==> config.mk <==
export PLATFORM = sky130hd
export DESIGN_NAME = result_frame_tx_flat
export DESIGN_NICKNAME = d
export VERILOG_FILES = /design/src/rtl/result_tx_pkg.sv /design/src/rtl/result_frame_tx_if.sv /design/src/rtl/uart_byte_tx.sv /design/src/rtl/result_frame_tx.sv /design/src/flat_wrapper.sv
export SDC_FILE = /design/constraint.sdc
export NUM_CORES = 1
export LEC_CHECK = 0
export CORE_MARGIN = 3
export CORE_UTILIZATION = 59
export CTS_CLUSTER_SIZE = 8
export DETAILED_ROUTE_END_ITERATION = 6
export GPL_TIMING_DRIVEN = 0
export PLACE_DENSITY = 0.81
export SKIP_CTS_REPAIR_TIMING = 1
export SLEW_MARGIN = 15
export SYNTH_ARGS = -nofsm -noshare
export SYNTH_HDL_FRONTEND = slang
export SYNTH_HIERARCHICAL = 1
export SYNTH_SLANG_ARGS = --single-unit
==> constraint.sdc <==
create_clock -name pixelclk -period 3.7 [get_ports pixelclk]
set_input_delay 0.74 -clock pixelclk [delete_from_list [all_inputs] [get_ports pixelclk]]
set_output_delay 0.74 -clock pixelclk [all_outputs]
set_load 0.1 [all_outputs]
==> src/rtl/result_tx_pkg.sv <==
`default_nettype none
// ============================================================================
// Module : result_tx_pkg
// Brief  : Shared state encoding and constants for the result frame sender.
// Rev    : 1.0
// ============================================================================
package result_tx_pkg;

    typedef logic [1:0] state_t;

    localparam state_t c_ST_IDLE = 2'd0;
    localparam state_t c_ST_LOAD = 2'd1;
    localparam state_t c_ST_WAIT = 2'd2;
    localparam state_t c_ST_DONE = 2'd3;

    localparam logic [7:0] c_HEAD_BYTE_DEFAULT = 8'h0a;
    localparam logic [2:0] c_STABLE_SAT        = 3'd7;

    function automatic logic [2:0] stable_inc(input logic [2:0] cnt);
        return (cnt == c_STABLE_SAT) ? cnt : cnt + 3'd1;
    endfunction

endpackage
`default_nettype wire

==> src/rtl/result_frame_tx_if.sv <==
`default_nettype none
// ============================================================================
// Module : result_frame_tx_if
// Brief  : Frame-timing, result bus and serial status signals of the reporter.
// Rev    : 1.0
// ============================================================================
interface result_frame_tx_if #(
    parameter int NUM_FIELDS = 17
);
    logic [2:0]              vpframe_cnt;
    logic                    i_vsync;
    logic [8*NUM_FIELDS-1:0] result_bus;
    logic                    Rs232_Tx;
    logic                    frame_busy;
    logic                    frame_done;
    logic                    drop_pulse;

    modport master (
        output vpframe_cnt, i_vsync, result_bus,
        input  Rs232_Tx, frame_busy, frame_done, drop_pulse
    );

    modport slave (
        input  vpframe_cnt, i_vsync, result_bus,
        output Rs232_Tx, frame_busy, frame_done, drop_pulse
    );
endinterface
`default_nettype wire

==> src/rtl/uart_byte_tx.sv <==
`default_nettype none
// ============================================================================
// Module : uart_byte_tx
// Brief  : 8N1 byte transmitter; bit period is 16 << (7 - Baud_set) clocks.
// Rev    : 1.0
// ============================================================================
module uart_byte_tx (
    input  wire logic       Clk,
    input  wire logic       Rst_n,
    input  wire logic [7:0] Data_Byte,
    input  wire logic       send_en,
    input  wire logic [2:0] Baud_set,
    output logic            Rs232_Tx,
    output logic            Tx_Done
);
    logic [15:0] w_last_div;
    logic [15:0] r_div_cnt;
    logic [3:0]  r_bit_idx;
    logic [7:0]  r_data;
    logic        r_busy;
    logic        r_tx;
    logic        r_done;

    assign w_last_div = (16'd16 << (3'd7 - Baud_set)) - 16'd1;

    // bit index 0 is the start bit, 1..8 data LSB first, 9 the stop bit
    always_ff @(posedge Clk or negedge Rst_n) begin
        if (!Rst_n) begin
            r_div_cnt <= '0;
            r_bit_idx <= '0;
            r_data    <= '0;
            r_busy    <= 1'b0;
            r_tx      <= 1'b1;
            r_done    <= 1'b0;
        end else begin
            r_done <= 1'b0;
            if (!r_busy) begin
                if (send_en) begin
                    r_busy    <= 1'b1;
                    r_data    <= Data_Byte;
                    r_bit_idx <= '0;
                    r_div_cnt <= '0;
                    r_tx      <= 1'b0;
                end
            end else if (r_div_cnt == w_last_div) begin
                r_div_cnt <= '0;
                if (r_bit_idx == 4'd9) begin
                    r_busy <= 1'b0;
                    r_done <= 1'b1;
                    r_tx   <= 1'b1;
                end else begin
                    r_bit_idx <= r_bit_idx + 4'd1;
                    r_tx      <= (r_bit_idx == 4'd8) ? 1'b1 : r_data[r_bit_idx[2:0]];
                end
            end else begin
                r_div_cnt <= r_div_cnt + 16'd1;
            end
        end
    end

    assign Rs232_Tx = r_tx;
    assign Tx_Done  = r_done;

endmodule
`default_nettype wire

==> src/rtl/result_frame_tx.sv <==
`default_nettype none
// ============================================================================
// Module : result_frame_tx
// Brief  : Snapshots a stable result bus per video frame and sends changed
//          results as HEAD + fields (+ XOR checksum with RESULT_TX_CHECKSUM_EN).
// Rev    : 1.0
// ============================================================================
module result_frame_tx
    import result_tx_pkg::*;
#(
    parameter int         NUM_FIELDS    = 17,
    parameter logic [7:0] HEAD_BYTE     = c_HEAD_BYTE_DEFAULT,
    parameter logic [2:0] CAPTURE_FRAME = 3'd3,
    parameter logic [2:0] SEND_FRAME    = 3'd0,
    parameter int         STABLE_FRAMES = 2,
    parameter logic [2:0] BAUD_SET      = 3'd4
) (
    input wire logic           pixelclk,
    input wire logic           reset_n,
    result_frame_tx_if.slave   res_if
);
    localparam int c_IDX_W = $clog2(NUM_FIELDS + 2);
    localparam int c_BUS_W = 8 * NUM_FIELDS;
`ifdef RESULT_TX_CHECKSUM_EN
    localparam int c_LAST  = NUM_FIELDS + 1;
`else
    localparam int c_LAST  = NUM_FIELDS;
`endif
    localparam logic [c_IDX_W-1:0] c_LAST_IDX = c_IDX_W'(c_LAST);

    state_t               r_state;
    logic [c_IDX_W-1:0]   r_idx;
    logic [c_BUS_W-1:0]   r_snap;
    logic [c_BUS_W-1:0]   r_txbuf;
    logic [c_BUS_W-1:0]   r_last_sent;
    logic [2:0]           r_stable_cnt;
    logic                 r_vsync_d;
    logic                 r_vs_pos;
    logic                 r_drop;
    logic                 w_capture;
    logic                 w_send;
    logic                 w_qualified;
    logic                 w_send_en;
    logic                 w_tx_done;
    logic [7:0]           w_data_byte;

    assign w_capture   = r_vs_pos && (res_if.vpframe_cnt == CAPTURE_FRAME);
    assign w_send      = r_vs_pos && (res_if.vpframe_cnt == SEND_FRAME);
    assign w_qualified = (r_stable_cnt >= 3'(STABLE_FRAMES)) && (|r_snap)
                         && (r_snap != r_last_sent);

`ifdef RESULT_TX_CHECKSUM_EN
    logic [7:0] w_chksum;
    always_comb begin
        w_chksum = 8'h00;
        for (int k = 0; k < NUM_FIELDS; k++)
            w_chksum = w_chksum ^ r_txbuf[8*k +: 8];
    end
`endif

    always_comb begin
        w_data_byte = HEAD_BYTE;
        for (int k = 0; k < NUM_FIELDS; k++)
            if (r_idx == c_IDX_W'(k + 1))
                w_data_byte = r_txbuf[8*k +: 8];
`ifdef RESULT_TX_CHECKSUM_EN
        if (r_idx == c_LAST_IDX)
            w_data_byte = w_chksum;
`endif
    end

    // Capture and send act on the same registered edge; non-blocking updates
    // make a coincident send use the pre-capture snapshot.
    always_ff @(posedge pixelclk or negedge reset_n) begin
        if (!reset_n) begin
            r_state      <= c_ST_IDLE;
            r_idx        <= '0;
            r_snap       <= '0;
            r_txbuf      <= '0;
            r_last_sent  <= '0;
            r_stable_cnt <= '0;
            r_vsync_d    <= 1'b0;
            r_vs_pos     <= 1'b0;
            r_drop       <= 1'b0;
        end else begin
            r_vsync_d <= res_if.i_vsync;
            r_vs_pos  <= res_if.i_vsync & ~r_vsync_d;
            r_drop    <= 1'b0;

            if (w_capture) begin
                r_snap       <= res_if.result_bus;
                r_stable_cnt <= (res_if.result_bus == r_snap) ? stable_inc(r_stable_cnt) : 3'd1;
            end

            if (w_send && w_qualified && (r_state != c_ST_IDLE))
                r_drop <= 1'b1;

            case (r_state)
                c_ST_IDLE: begin
                    r_idx <= '0;
                    if (w_send && w_qualified) begin
                        r_txbuf     <= r_snap;
                        r_last_sent <= r_snap;
                        r_state     <= c_ST_LOAD;
                    end
                end
                c_ST_LOAD: r_state <= c_ST_WAIT;
                c_ST_WAIT: begin
                    if (w_tx_done) begin
                        if (r_idx == c_LAST_IDX) begin
                            r_state <= c_ST_DONE;
                        end else begin
                            r_idx   <= r_idx + 1'b1;
                            r_state <= c_ST_LOAD;
                        end
                    end
                end
                default: r_state <= c_ST_IDLE;
            endcase
        end
    end

    assign w_send_en         = (r_state == c_ST_LOAD);
    assign res_if.frame_busy = (r_state != c_ST_IDLE);
    assign res_if.frame_done = (r_state == c_ST_DONE);
    assign res_if.drop_pulse = r_drop;

    uart_byte_tx u_uart_byte_tx (
        .Clk       (pixelclk),
        .Rst_n     (reset_n),
        .Data_Byte (w_data_byte),
        .send_en   (w_send_en),
        .Baud_set  (BAUD_SET),
        .Rs232_Tx  (res_if.Rs232_Tx),
        .Tx_Done   (w_tx_done)
    );

endmodule
`default_nettype wire
==> src/flat_wrapper.sv <==
// flat-port wrapper written by rule: the top's interface ports become plain ports
module result_frame_tx_flat import result_tx_pkg::*;
#(
    parameter int         NUM_FIELDS    = 17,
    parameter logic [7:0] HEAD_BYTE     = c_HEAD_BYTE_DEFAULT,
    parameter logic [2:0] CAPTURE_FRAME = 3'd3,
    parameter logic [2:0] SEND_FRAME    = 3'd0,
    parameter int         STABLE_FRAMES = 2,
    parameter logic [2:0] BAUD_SET      = 3'd4
)
  (pixelclk, reset_n, res_if_vpframe_cnt, res_if_i_vsync, res_if_result_bus, res_if_Rs232_Tx, res_if_frame_busy, res_if_frame_done, res_if_drop_pulse);
  result_frame_tx_if #(.NUM_FIELDS(NUM_FIELDS)) res_if_i ();
  input wire logic pixelclk;
  input wire logic reset_n;
  input wire logic [$bits(res_if_i.vpframe_cnt)-1:0] res_if_vpframe_cnt;
  input wire logic [$bits(res_if_i.i_vsync)-1:0] res_if_i_vsync;
  input wire logic [$bits(res_if_i.result_bus)-1:0] res_if_result_bus;
  output wire logic [$bits(res_if_i.Rs232_Tx)-1:0] res_if_Rs232_Tx;
  output wire logic [$bits(res_if_i.frame_busy)-1:0] res_if_frame_busy;
  output wire logic [$bits(res_if_i.frame_done)-1:0] res_if_frame_done;
  output wire logic [$bits(res_if_i.drop_pulse)-1:0] res_if_drop_pulse;
  assign res_if_i.vpframe_cnt = res_if_vpframe_cnt;
  assign res_if_i.i_vsync = res_if_i_vsync;
  assign res_if_i.result_bus = res_if_result_bus;
  assign res_if_Rs232_Tx = res_if_i.Rs232_Tx;
  assign res_if_frame_busy = res_if_i.frame_busy;
  assign res_if_frame_done = res_if_i.frame_done;
  assign res_if_drop_pulse = res_if_i.drop_pulse;
  result_frame_tx #(.NUM_FIELDS(NUM_FIELDS), .HEAD_BYTE(HEAD_BYTE), .CAPTURE_FRAME(CAPTURE_FRAME), .SEND_FRAME(SEND_FRAME), .STABLE_FRAMES(STABLE_FRAMES), .BAUD_SET(BAUD_SET)) u_core (.pixelclk(pixelclk), .reset_n(reset_n), .res_if(res_if_i));
endmodule
==> metrics.cfg, run 1 <==
[route]
vias = 14200
first_pass_iters = 6
antenna_left = 0
routed_wirelength_um = 64700
wl_per_cell_um = 30.4
routed_via_density = 6.69
drt_iter0_markers = 1771
drcViolationCount = 0

[clocking]
cts.clk_slew.worst_paths_ns = 0.05
htree_num_levels = 2
clock_latency_ns = 0.55
cts_tree = done
clkSinkCount = 316
clockBufferDepth = 3
numCtsBuffers = 45
root_buffer = clkbuf_16

[pwr]
p_leak_nw = 10.0
vdd_drop_max_uv = 411
p_per_area_nw_per_um2 = 473

[synthesis]
yosysSeqAreaShare = 0.436
yosysTopAreaCell = dfrtp_1
netlist_area_um2 = 18100
ys_ff_latch = 316
syn_avg_cell_area_um2 = 11.9
synth_common_cells = 315 x dfrtp_1, 210 x xor2_1, 151 x mux2_2, 129 x mux2_4, 95 x nor4_1
yosys.area.top_type_share = 0.435
yosysUniqueCellTypes = 88
yosys_warnings = 6
async_reset_ff_frac = 1.00
synth_flop_cell = dfrtp_1
synth_enable_flop_cells = 0
yosysMostFrequentCell = dfrtp_1
synth_area_leaders = dfrtp_1 43%, mux2_4 11%, xor2_1 10%, mux2_2 9.4%, nor4_1 3.3%
syn_inst = 1519

[setup_path]
cp.required_ns = 4.10
r2r-start = u_core/r_snap[9]
start_kind = flop
rr_worst_depth = 8
arrival_ns = 4.21
worst-r2r-setup-slack_ns = -0.10
cp_max_fo = 10
crit_type = flop to flop
worstSetupEndpointType = flop
r2r-end = u_core/r_last_sent[131]

[grt]
grt_max_degree = 104
grt_usage = 0.389
first_global_vias = 14300
overflow = 0
grt_pass1_wl_um = 95000
antenna_found_initial = 2

[hold_path]
hp-class = input pin to async pin

[cells_and_area]
area_growth_pct = 18.2
stdcell_count = 2124
nNetsFinal = 1875
drive_gt1_frac = 0.227

[place]
io_buffers = 145
place_congestion = 1.06
place_inst = 2065
hpwl_um = 50300
dp_slack_ns = -0.442

[die]
dieArea_um2 = 32900
die_h_um = 181
std_cell_rows = 63
initial_core_util = 0.606
die_x_um = 181
ioPinCount = 146
core-area_um2 = 30000

[timing]
slew_headroom = 0.132
worst_slew_pin_slew_ns = 1.29
finalCritPeriodShare = 1.03
setup_slack_ns = -0.101
hold_violations = 0
fmax_mhz = 263
slew_violations = 0
rsz0062_at_grt = yes
fin_skew_ns = 0.0270
finalSetupViolCount = 129
period_needed_ns = 3.80

[run]
cap_violations = 0

[status]
violations = setup timing
status = finished with violations

==> cells in the final DEF, fill, tap and decap left out, types with 5 or more instances in the layout <==
master	instances
nand2b_1	7
o31ai_1	5
buf_12	14
nor4_1	95
nor3b_1	6
o211ai_1	24
nor3_1	11
nand4_1	42
o21ai_0	40
buf_2	7
clkbuf_16	46
nor2b_1	13
a221o_1	6
nand3b_1	6
mux2_4	129
conb_1	10
xnor2_1	67
ha_1	10
clkdlybuf4s50_1	144
xor2_1	210
o221ai_1	6
clkbuf_1	36
o22ai_1	12
nand3_1	28
dfrtp_1	315
a21o_1	5
a221oi_1	9
inv_1	21
a22oi_1	5
and3_1	12
nor2_1	28
mux2_2	151
nand2_1	74
buf_6	6
a21oi_1	28
==> cell families after synthesis <==
family / share of synthesized area
compound gates: 0.0688
xor+xnor: 0.134
fa+ha+maj: 0.00828
buf+inv: 0.0355
flops: 0.436
mux: 0.204
other cells: 0.000414
simple gates: 0.114
==> stage by stage <==
stage / util / area [um2] / hold WS, ns / total power, mW / setup TNS (ns)
2_1_floorplan: - / 18200 / 0.378 / 5.27 / 0
3_3_place_gp: 0.671 / 20100 / 0.384 / 6.30 / -3781.34
3_5_place_dp: 0.674 / 20200 / 0.387 / 6.36 / -3.51
4_1_cts: 0.715 / 21400 / 0.174 / 10.1 / -2.50
5_1_grt: 0.716 / 21400 / 0.199 / 10.4 / -0.0353
6_report: 0.716 / 21400 / 0.161 / 10.1 / -8.67
==> worst max-delay path, cell delays in order, from the launching register on <==
cell      delay, ns
dfrtp_1        0.46
nor4_1         0.82
nand4_1        0.27
nor4_1         0.67
a31oi_1        0.42
nand3b_2       0.27
buf_6          0.24
buf_12         0.20
mux2_4         0.30
==> metal layers <==
layer	global-route usage	part of all wire	vias up
met3	0.0805	0.097	155
met1	0.554	0.41	7270
li1	-	-	5969
met5	0	0	-
met4	0.174	0.055	0
met2	0.579	0.43	808
==> state kept, by name (all words and copies together) (netlist names), 2 cells and up <==
signal / cells
u_core/r_last_sent: 136
u_core/r_snap: 136
u_core/u_uart_byte_tx/r_div_cnt: 16
u_core/u_uart_byte_tx/r_data: 8
u_core/r_idx: 5
u_core/u_uart_byte_tx/r_bit_idx: 4
u_core/r_stable_cnt: 3
u_core/r_state: 2
==> how the worst max path moves through the flow <==
stage | slack [ns] | end | cells past startpoint | startpoint
finish | -0.10 | u_core/r_last_sent[131] | 8 | u_core/r_snap[9]
global route | -0.04 | u_core/u_uart_byte_tx/r_data[1] | 12 | u_core/r_idx[0]
CTS | -0.46 | u_core/u_uart_byte_tx/r_data[1] | 13 | u_core/r_idx[0]
detailed placement | -0.44 | u_core/r_stable_cnt[0] | 8 | res_if_result_bus[46]
global placement | -12.01 | u_core/r_last_sent[111] | 1 | reset_n
floorplan | 0.71 | u_core/u_uart_byte_tx/r_data[2] | 13 | u_core/r_idx[0]
==> area by class of cell <==
cell class | count | area (um2)
Multi-Input combinational cell | 1123 | 9630
Fill cell | 2129 | 8510
Sequential cell | 316 | 7910
Timing Repair Buffer | 148 | 1540
Clock buffer | 58 | 1210
Buffer | 65 | 562
Tap cell | 390 | 488
Inverter | 22 | 82.6
Clock inverter | 1 | 16.3
Antenna cell | 1 | 2.50
==> where the power goes <==
group          internal, mW  total [mW]  leakage (nW)  switching [mW]
logic                 0.845        1.85          5.28            1.00
clock network          2.24        3.72         0.594            1.48
registers              3.81        4.57          4.13           0.762
No activity file was read; power rests on OpenSTA's default activity.
==> run 2, diff against run 1 <==
- CORE_UTILIZATION: 59 -> 61
- CTS_BUF_LIST: default -> sky130_fd_sc_hd__clkbuf_4
- PLACE_DENSITY: 0.81 -> 0.83
==> metrics.cfg, run 2 (synthesis results as in run 1) <==
[setup_path]
crit_path_top_delay_cell = nor4_1
cp_num_buf_inv = 2
cp_common_cell = nor4_1
crit_path_max_incr_delay_ns = 0.82
worst-r2r-setup-slack_ns = 0.005
r2r-end = u_core/r_last_sent[131]
rr_worst_depth = 8
crit_type = flop to flop
cp_top_family = simple AND/OR/NAND/NOR gates
arrival_ns = 4.26
cp.required_ns = 4.26
worstSetupEndpointType = flop
cp_max_fo = 10
path_cells = nor4_1 > nand4_1 > nor4_1 > a31oi_1 > nand3b_2 > buf_6 > buf_12 > mux2_4
r2r-start = u_core/r_snap[8]
start_kind = flop

[grt]
first_global_vias = 14500
use_met2 = 0.615
grt_pass1_wl_um = 94900
busiest_layer = met2
grt_usage = 0.413
met3_usage = 0.103
grt_use_met1 = 0.576
overflow = 0
grt_max_degree = 107
antenna_found_initial = 2

[clocking]
clockBufferDepth = 3
cts_tree = done
htree_num_levels = 3
clkSinkCount = 316
root_buffer = clkbuf_4
cts.clk_slew.worst_paths_ns = 0.07
clock_latency_ns = 0.72
numCtsBuffers = 85

[route]
routed_wirelength_um = 65300
wl_per_cell_um = 29.7
antenna_left = 0
drt_iter0_markers = 1685
drcViolationCount = 0
vias = 14500
routed_via_density = 6.60
first_pass_iters = 5

[timing]
finalCritPeriodShare = 0.999
tns_ns = 0
slew_headroom = 0.264
period_needed_ns = 3.69
finalSetupViolCount = 0
hold_violations = 0
fin_skew_ns = 0.0513
fmax_mhz = 271
worst_slew_pin_slew_ns = 1.09
slew_violations = 0
rsz0062_at_grt = yes
setup_slack_ns = 0.00535

[die]
die_h_um = 178
dieArea_um2 = 31800
ioPinCount = 146
std_cell_rows = 62
die_x_um = 178
initial_core_util = 0.625
core-area_um2 = 29000

[cells_and_area]
top_regs = u_core/r_last_sent x136, u_core/r_snap x136, u_core/u_uart_byte_tx/r_div_cnt x16
area_growth_pct = 17.6
fin_area_um2 = 21300
nNetsFinal = 1916
final_cell_mix = 315 x dfrtp_1, 210 x xor2_1, 151 x mux2_2
multi_input_area_um2 = 9650
drive_gt1_frac = 0.266
fillers = 2020
regArea_um2 = 7910
mostFrequentLayoutCell = dfrtp_1

[run]
cap_violations = 0

[hold_path]
whs_endpoint = u_core/r_vs_pos
hp-class = flop to flop
whs_path_depth = 1
holdCritStartpoint = u_core/r_vsync_d

[status]
status = complete, no violations

[pwr]
vdd_drop_max_uv = 370
p_leak_nw = 10.1
finalPower_mw = 9.66
p_per_area_nw_per_um2 = 453

[place]
place_congestion = 1.03
placed_cell_area_um2 = 20200
hpwl_um = 51100
io_buffers = 145
dp_slack_ns = -0.394

[run 2: changes by cell type in the layout (fill, tap and decap cells not counted), sizes merged]
cell,before,now
bufinv,0,2
clkinvlp,0,2
clkbuf,89,164
clkinv,1,6
dlygate4sd3,0,1
[run 2: area by class of cell]
| type | count | area share |
|---|---|---|
| Tap cell | 384 | 0.0225 |
| Multi-Input combinational cell | 1123 | 0.452 |
| Buffer | 65 | 0.0263 |
| Inverter | 22 | 0.00387 |
| Clock buffer | 133 | 0.0468 |
| Antenna cell | 1 | 0.000117 |
| Sequential cell | 316 | 0.371 |
| Timing Repair Buffer | 149 | 0.0726 |
| Clock inverter | 10 | 0.00481 |
[run 2: layer usage]
| layer | vias to the layer above | wire, um |
|---|---|---|
| li1 | 6097 | - |
| met1 | 7354 | 26500 |
| met2 | 906 | 28800 |
| met3 | 170 | 6810 |
| met4 | 2 | 3140 |
| met5 | - | 13 |
[run 2: where the power goes]
| group | internal [mW] | switching [mW] | leakage [nW] | total [mW] |
|---|---|---|---|---|
| logic | 0.846 | 0.994 | 5.29 | 1.84 |
| registers | 3.80 | 0.770 | 4.13 | 4.57 |
| clock network | 1.76 | 1.50 | 0.652 | 3.25 |
[run 2: worst max path at each step]
stage	start	end	depth (start not counted)
2_1_floorplan	u_core/r_idx[0]	u_core/u_uart_byte_tx/r_data[2]	13
3_3_place_gp	reset_n	u_core/r_snap[114]	1
3_5_place_dp	res_if_result_bus[46]	u_core/r_stable_cnt[0]	8
4_1_cts	u_core/r_idx[0]	u_core/u_uart_byte_tx/r_data[1]	13
5_1_grt	u_core/r_idx[0]	u_core/u_uart_byte_tx/r_data[0]	10
6_report	u_core/r_snap[8]	u_core/r_last_sent[131]	8
[run 2: stage by stage]
step / hold slack, ns / util / std cells
global route: 0.419 / 0.735 / 2203
global placement: 0.384 / 0.693 / 2056
detailed placement: 0.390 / 0.696 / 2059
floorplan: 0.378 / - / 1527
CTS: -0.0959 / 0.734 / 2202
finish: 0.398 / 0.735 / 2203
